## config.mk

```make
export PLATFORM = sky130hd
export DESIGN_NAME = demux16_1_deser_flat
export DESIGN_NICKNAME = d
export VERILOG_FILES = /design/src/rtl/demux16_1_deser_if.sv /design/src/rtl/demux16_1_deser.sv /design/src/flat_wrapper.sv
export SDC_FILE = /design/constraint.sdc
export NUM_CORES = 1
export LEC_CHECK = 0
export CAP_MARGIN = 0
export CORE_UTILIZATION = 44
export CTS_CLUSTER_SIZE = 24
export DETAILED_ROUTE_END_ITERATION = 12
export PLACE_DENSITY = 0.74
export SETUP_SLACK_MARGIN = 0.5
export SKIP_LAST_GASP = 1
export SYNTH_ARGS = -nofsm -noshare
export SYNTH_HDL_FRONTEND = slang
export SYNTH_SLANG_ARGS = --single-unit
```

## constraint.sdc

```tcl
create_clock -name clk -period 1.65 [get_ports clk]
set_input_delay 0.33 -clock clk [delete_from_list [all_inputs] [get_ports clk]]
set_output_delay 0.33 -clock clk [all_outputs]
set_load 0.1 [all_outputs]
```

## src/rtl/demux16_1_deser_if.sv

```systemverilog
// demux16_1_deser_if
//   Bundles the serial input side and the parallel output side of the
//   16:1 deserialiser.
//   slave  : the deserialiser (consumes the bit stream, produces words)
//   master : the environment (drives bits, accepts words)
//   Signals: in_bit/in_valid/in_sof/in_ready  serial beat handshake
//            s/slot_strobe/slot_bit           demux select and per-slot pulse
//            out/out_valid/out_ready          parallel word handshake
//            frame_err                        truncated-frame pulse
interface demux16_1_deser_if;
  logic        in_bit;
  logic        in_valid;
  logic        in_sof;
  logic        in_ready;
  logic [3:0]  s;
  logic [15:0] slot_strobe;
  logic        slot_bit;
  logic [15:0] out;
  logic        out_valid;
  logic        out_ready;
  logic        frame_err;

  modport slave (
    input  in_bit, in_valid, in_sof, out_ready,
    output in_ready, s, slot_strobe, slot_bit, out, out_valid, frame_err
  );

  modport master (
    output in_bit, in_valid, in_sof, out_ready,
    input  in_ready, s, slot_strobe, slot_bit, out, out_valid, frame_err
  );
endinterface

```

## src/rtl/demux16_1_deser.sv

```systemverilog
// demux16_1_deser
//   Serial-to-parallel receiver for the 16:1 serialiser. A 4-bit slot
//   counter steers each accepted bit into its word position, LSB first.
//   After 16 bits the word is held on a valid/ready port until taken.
//   Ports:
//     clk  rising-edge clock
//     rst  synchronous active-high reset
//     bus  demux16_1_deser_if.slave (serial in, parallel out, status)
module demux16_1_deser (
  input  logic                  clk,
  input  logic                  rst,
  demux16_1_deser_if.slave      bus
);

  typedef enum logic {FILL = 1'b0, HOLD = 1'b1} state_t;

  state_t      r_state, w_next;
  logic [3:0]  r_s;
  // Slot 15 never needs storage: the last bit goes straight into the word.
  logic [14:0] r_shreg;
  logic [15:0] r_out;
  logic [15:0] r_strobe;
  logic        r_out_valid;
  logic        r_slot_bit;
  logic        r_frame_err;
  logic        w_ready;
  logic        w_accept;

  assign w_accept = bus.in_valid && w_ready;

  // State register
  always_ff @(posedge clk) begin
    if (rst) r_state <= FILL;
    else     r_state <= w_next;
  end

  // Next-state logic; an SOF beat at slot 15 restarts instead of completing.
  always_comb begin
    w_next = r_state;
    case (r_state)
      FILL: if (w_accept && !bus.in_sof && (r_s == 4'hF)) w_next = HOLD;
      HOLD: if (r_out_valid && bus.out_ready)             w_next = FILL;
      default: w_next = FILL;
    endcase
  end

  // Output logic; ready drops during reset so no beat is lost to it.
  always_comb begin
    w_ready = (r_state == FILL) && !rst;
  end

  // Datapath
  always_ff @(posedge clk) begin
    if (rst) begin
      r_s         <= 4'd0;
      r_shreg     <= 15'd0;
      r_out       <= 16'd0;
      r_out_valid <= 1'b0;
      r_strobe    <= 16'd0;
      r_slot_bit  <= 1'b0;
      r_frame_err <= 1'b0;
    end else begin
      r_strobe    <= 16'd0;
      r_frame_err <= 1'b0;
      if (w_accept) begin
        r_slot_bit <= bus.in_bit;
        if (bus.in_sof) begin
          // New frame: bit lands in slot 0, stale slots get overwritten later.
          r_shreg[0]  <= bus.in_bit;
          r_s         <= 4'd1;
          r_strobe    <= 16'h0001;
          r_frame_err <= (r_s != 4'd0);
        end else begin
          r_strobe <= 16'(1) << r_s;
          r_s      <= r_s + 4'd1;
          if (r_s == 4'hF) begin
            r_out       <= {bus.in_bit, r_shreg};
            r_out_valid <= 1'b1;
          end else begin
            r_shreg[r_s] <= bus.in_bit;
          end
        end
      end
      if (r_out_valid && bus.out_ready) r_out_valid <= 1'b0;
    end
  end

  assign bus.in_ready    = w_ready;
  assign bus.s           = r_s;
  assign bus.slot_strobe = r_strobe;
  assign bus.slot_bit    = r_slot_bit;
  assign bus.out         = r_out;
  assign bus.out_valid   = r_out_valid;
  assign bus.frame_err   = r_frame_err;

endmodule

```

## src/flat_wrapper.sv

```systemverilog
// flat-port wrapper written by rule: the top's interface ports become plain ports
module demux16_1_deser_flat 
  (clk, rst, bus_in_bit, bus_in_valid, bus_in_sof, bus_out_ready, bus_in_ready, bus_s, bus_slot_strobe, bus_slot_bit, bus_out, bus_out_valid, bus_frame_err);
  demux16_1_deser_if bus_i ();
  input  logic clk;
  input  logic rst;
  input wire logic [$bits(bus_i.in_bit)-1:0] bus_in_bit;
  input wire logic [$bits(bus_i.in_valid)-1:0] bus_in_valid;
  input wire logic [$bits(bus_i.in_sof)-1:0] bus_in_sof;
  input wire logic [$bits(bus_i.out_ready)-1:0] bus_out_ready;
  output wire logic [$bits(bus_i.in_ready)-1:0] bus_in_ready;
  output wire logic [$bits(bus_i.s)-1:0] bus_s;
  output wire logic [$bits(bus_i.slot_strobe)-1:0] bus_slot_strobe;
  output wire logic [$bits(bus_i.slot_bit)-1:0] bus_slot_bit;
  output wire logic [$bits(bus_i.out)-1:0] bus_out;
  output wire logic [$bits(bus_i.out_valid)-1:0] bus_out_valid;
  output wire logic [$bits(bus_i.frame_err)-1:0] bus_frame_err;
  assign bus_i.in_bit = bus_in_bit;
  assign bus_i.in_valid = bus_in_valid;
  assign bus_i.in_sof = bus_in_sof;
  assign bus_i.out_ready = bus_out_ready;
  assign bus_in_ready = bus_i.in_ready;
  assign bus_s = bus_i.s;
  assign bus_slot_strobe = bus_i.slot_strobe;
  assign bus_slot_bit = bus_i.slot_bit;
  assign bus_out = bus_i.out;
  assign bus_out_valid = bus_i.out_valid;
  assign bus_frame_err = bus_i.frame_err;
  demux16_1_deser u_core (.clk(clk), .rst(rst), .bus(bus_i));
endmodule
```

# [Word level (Yosys, flattened, before mapping)]
# Index checks and enable logic that the tools add are counted.
[word_totals] in_bits=6 ff_bits=55 output_inout_bits=40 elab_cells=46
[classes] reduce_logical=16 shift=1 n_addsub=1 n_lt_le_gt_ge=2 muxes=10 bitwise_logic=4 n_eq_ne=2
[ops] cell="$shl 1x4->16 const A" count=1
[ops] cell="$bwmux 15" count=1
[ops] cell="$logic_and 1x1->1" count=6
[ops] cell="$mux 1" count=6
[ops] cell="$reduce_and 3->1" count=2
[ops] cell="$reduce_or 3->1" count=2
[ops] cell="$lt 4x5->1 const B" count=1
[ops] cell="$add 4x1->4 const B" count=1
[ops] cell="$demux 1 s4" count=1
[ops] cell="$eq 4x4->1 const B" count=1
[ops] cell="$ge 4x1->1 const B" count=1
[ops] cell="$mux 4" count=1
[ops] cell="$not 1->1" count=4
[ops] cell="$reduce_bool 4->1" count=1
[ops] cell="$reduce_or 2->1" count=2
[ops] cell="$logic_not 1->1" count=2
[ops] cell="$ne 2x2->1 const B" count=1
[ops] cell="$pmux 1 s2" count=1
[ops] cell="$reduce_and 2->1" count=1

# [Depth between registers and ports, before layout]
[depth] word_depth=7 depth_mapped=6 ltp_nobuf=5

# [Worst setup path after synthesis]
# No wires, ideal clock.
[synth_path] path_type="flip-flop to flip-flop" from="reg u_core.r_s[0], in the netlist u_core.bus.s[0]" to="reg u_core.r_out[11], in the netlist u_core.bus.out[11]" t_arrival_ns=2.355 period_less_slack_ns=2.426 path_buffers=2 required_ns=1.579 path_stages_with_launch=7 setup_slack_ns=-0.776 setup_time_ns=0.071 path_cell_list="dfxtp_1 ha_1 and3_1 clkbuf_1 clkbuf_1 nand3_1 a21oi_1"
[synth_via] elab_chain_cells=2
[synth_lines] element="from (decl)" line_no="demux16_1_deser.sv:18" source="logic [3:0] r_s;"
[synth_lines] element="from (signal assigned)" line_no="demux16_1_deser.sv:75" source="r_s <= r_s + 4'd1;"
[synth_lines] element="$eq 4x4->1" line_no="demux16_1_deser.sv:76" source="if (r_s == 4'hF) begin"
[synth_lines] element="$reduce_and 3->1 (no line)"
[synth_lines] element="to (signal assigned)" line_no="demux16_1_deser.sv:77" source="r_out <= {bus.in_bit, r_shreg};"
[synth_lines] element="to (decl)" line_no="demux16_1_deser.sv:21" source="logic [15:0] r_out;"
# No other way between the ends.
# A chain may end at the register's enable or synchronous reset.

# [Worst setup path after layout]
[layout_path] from="reg u_core.r_state" to="reg u_core.r_out[15], in the netlist u_core.bus.out[15]"
[layout_via] elab_chain_cells=4
[layout_lines] element="from (decl)" line_no="demux16_1_deser.sv:17" source="state_t r_state, w_next;"
[layout_lines] element="from (signal assigned)" line_no="demux16_1_deser.sv:34" source="else r_state <= w_next;"
[layout_lines] element="$not 1->1" line_no="demux16_1_deser.sv:49" source="w_ready = (r_state == FILL) && !rst;"
[layout_lines] element="$logic_and 1x1->1" line_no="demux16_1_deser.sv:49"
[layout_lines] element="$logic_and 1x1->1" line_no="demux16_1_deser.sv:29" source="assign w_accept = bus.in_valid && w_ready;"
[layout_lines] element="$reduce_and 3->1 (no line)"
# No other way between the ends.

==> results.json <==
{
  "max-cap-violations": 0,
  "yosysMostFrequentCell": "dfxtp_1",
  "stdcell_area_sq_um": 3970,
  "ys.flop_type": "dfxtp_1",
  "grt_usage_pct": 26.5,
  "firstDrtPassIters": 5,
  "p_total_mw": 2.64,
  "min_path_type": "flop to flop",
  "ys_types": 31,
  "synth_seq_cells": 55,
  "diodes": 0,
  "setup_viol": 0,
  "dp_cells": 319,
  "wl_per_cell_um": 21.6,
  "hold_viol": 0,
  "layout.nets": 325,
  "avgSynthCellArea_sq_um": 9.62,
  "reg2regPathDepth": 4,
  "startpoint_type": "flop",
  "antenna_found_initial": 0,
  "cts_buffers": 5,
  "ys_warn_count": 0,
  "syn-instance-count": 214,
  "period_needed_ps": 1580,
  "ys_seq_area_share_pct": 53.5,
  "end_kind": "flop",
  "irDropWorstVdd_mv": 0.463,
  "synth_top_cells_by_area": "dfxtp_1 53%, mux2i_1 7.3%, nand3_1 4.9%",
  "ant_nets": 0,
  "synth_area_leader_cell": "dfxtp_1",
  "setup-tns-final_ps": 0,
  "fin_ws_ps": 67.9,
  "drc": 0,
  "grt_start_max_net_pins": 17,
  "status": "finished clean",
  "synth.top_cell.area_share_pct": 53.5,
  "grt_pass1_vias": 2037,
  "place_ws_ps": -316,
  "cp_max_fo": 10,
  "hpwl_um": 3480,
  "drive_gt1_share_pct": 64.3,
  "r2r_slack_ps": 70,
  "p_per_area_nw_per_um2": 664,
  "clkSinkCount": 55,
  "maxSlewViolCount": 0,
  "layout.cells.non_filler": 366,
  "cts_buffer_depth": 2,
  "area_growth_pct": 93.0,
  "grt_setup_unrepaired": "yes",
  "drtIter0Drc": 223,
  "synth_commonest_cells": "55 x dfxtp_1, 20 x nand2_1, 20 x nand3_1",
  "wl_um": 7890,
  "crit_required_ps": 1910,
  "dieWidth_um": 70.4,
  "crit_type": "flop to flop",
  "p_leak_nw": 1.58,
  "ios": 46,
  "crit_arrival_ps": 1840,
  "root_buffer": "clkbuf_8",
  "max_slew.worst_pin.slew_ps": 325,
  "grt_first_pass_wirelength_um": 10200,
  "cts.clk_slew.worst_paths_ps": 100,
  "multi_input_area_sq_um": 1130,
  "utilization_pct": 90.0,
  "die-area_sq_um": 4960,
  "holdPathEnd": "u_core.r_shreg[5]",
  "postCtsHoldBufs": 0,
  "place.gp.congestion": 0.816,
  "regArea_sq_um": 1170,
  "whs_path_depth": 2,
  "dpl_cell_area_sq_um": 3220,
  "overflow": 0,
  "hold_slack_ps": 471,
  "async_reset_ff_share_pct": 0,
  "syn_nets": 226,
  "synth_edf_count": 0,
  "die_h_um": 70.4,
  "core-area_sq_um": 4410,
  "h-tree-depth": 2,
  "avgViaCountPerCell": 5.79,
  "clkLatencyLatePin_ps": 320,
  "clock_skew_ps": 5.26,
  "start_util_pct": 46.6,
  "via_count": 2120,
  "syn_area_sq_um": 2060,
  "cts_tree": "built",
  "io_buffers": 45,
  "maxSlewHeadroom_pct": 78.3,
  "r2r-start": "u_core.r_state",
  "post-route-period-util_pct": 95.9,
  "reg2reg_to": "u_core.bus.out[15]",
  "fmax_mhz": 632,
  "row_count": 24,
  "hold_start": "u_core.r_shreg[5]",
  "n_fill_cell": 158
}
-- worst max-delay path by stage --
| stage | from | to | slack [ps] | cells past startpoint |
|---|---|---|---|---|
| finish | u_core.r_state | u_core.bus.out[15] | 70 | 4 |
| global route | u_core.r_state | u_core.bus.out[15] | 20 | 4 |
| CTS | u_core.r_state | u_core.bus.s[3] | 190 | 3 |
| detailed placement | bus_in_sof | u_core.r_shreg[8] | -320 | 5 |
| global placement | bus_in_sof | u_core.r_shreg[5] | -290 | 5 |
| floorplan | rst | u_core.bus.s[3] | 80 | 5 |
-- layout by cell type, fill, tap and decap left out, types with 2 or more instances in the layout --
| cell | count |
|---|---|
| inv_1 | 2 |
| buf_8 | 4 |
| nand4b_1 | 3 |
| o21ai_0 | 3 |
| buf_4 | 40 |
| mux2i_1 | 14 |
| dfxtp_4 | 7 |
| o21ai_1 | 7 |
| buf_12 | 43 |
| nor2_1 | 2 |
| buf_6 | 14 |
| a21oi_1 | 13 |
| nand3_4 | 4 |
| nand3_2 | 4 |
| clkbuf_8 | 6 |
| dlygate4sd2_1 | 2 |
| ha_4 | 2 |
| nand3_1 | 12 |
| nor3b_2 | 3 |
| nand2_1 | 20 |
| ha_1 | 3 |
| dfxtp_1 | 15 |
| a21oi_2 | 5 |
| clkdlybuf4s50_1 | 2 |
| and3_4 | 9 |
| and3_1 | 5 |
| dfxtp_2 | 33 |
| o21ai_2 | 7 |
-- state kept, by name, indices dropped and copies added, names as in the netlist --
name                    count
u_core.r_state              1
u_core.bus.s                4
u_core.r_shreg             15
u_core.bus.slot_strobe     16
u_core.bus.out_valid        1
u_core.bus.out             16
u_core.bus.frame_err        1
u_core.bus.slot_bit         1
-- per-layer routing --
| layer | GRT usage, % | vias to the layer above | routed length, um |
|---|---|---|---|
| met3 | 4.62 | 23 | 423 |
| met1 | 31.7 | 1030 | 3090 |
| met2 | 46.3 | 118 | 4110 |
| li1 | - | 949 | - |
| met5 | 0 | - | 0 |
| met4 | 10.9 | 0 | 259 |
-- area by class of cell --
class / instances / share of cell area, %
Sequential cell: 55 / 29.4
Timing Repair Buffer: 108 / 36.7
Clock inverter: 2 / 0.882
Inverter: 5 / 0.724
Multi-Input combinational cell: 138 / 28.6
Clock buffer: 6 / 2.08
Tap cell: 52 / 1.64
-- kinds of logic after synthesis --
group / share of synthesized area, %
AOI/OAI and AO/OA: 11.2
adders and majority gates: 3.65
buffers and inverters: 4.38
DFF: 53.5
muxes: 7.29
and+or+nand+nor: 19.9
-- where the power goes --
part / internal (mW) / leakage [nW] / switching, mW / total (mW)
sequential: 1.33 / 0.466 / 0.0149 / 1.34
clock: 0.492 / 0.0612 / 0.447 / 0.939
combinational: 0.159 / 1.05 / 0.196 / 0.355
total: 1.98 / 1.58 / 0.658 / 2.64
-- repair_timing --
action / CTS / global route
gates cloned: 1 / 1
setup endpoints to repair: 95 / 94
setup buffers: 20 / 17
pin swaps: 9 / 14
gates resized for setup: 40 / 48
-- worst max-delay path, cell delays in order (launching register included) --
cell	delay (ps)
dfxtp_4	390
or4b_4	530
buf_8	180
nor3_1	260
a31o_1	170
Power figures use the tool's default switching activity.
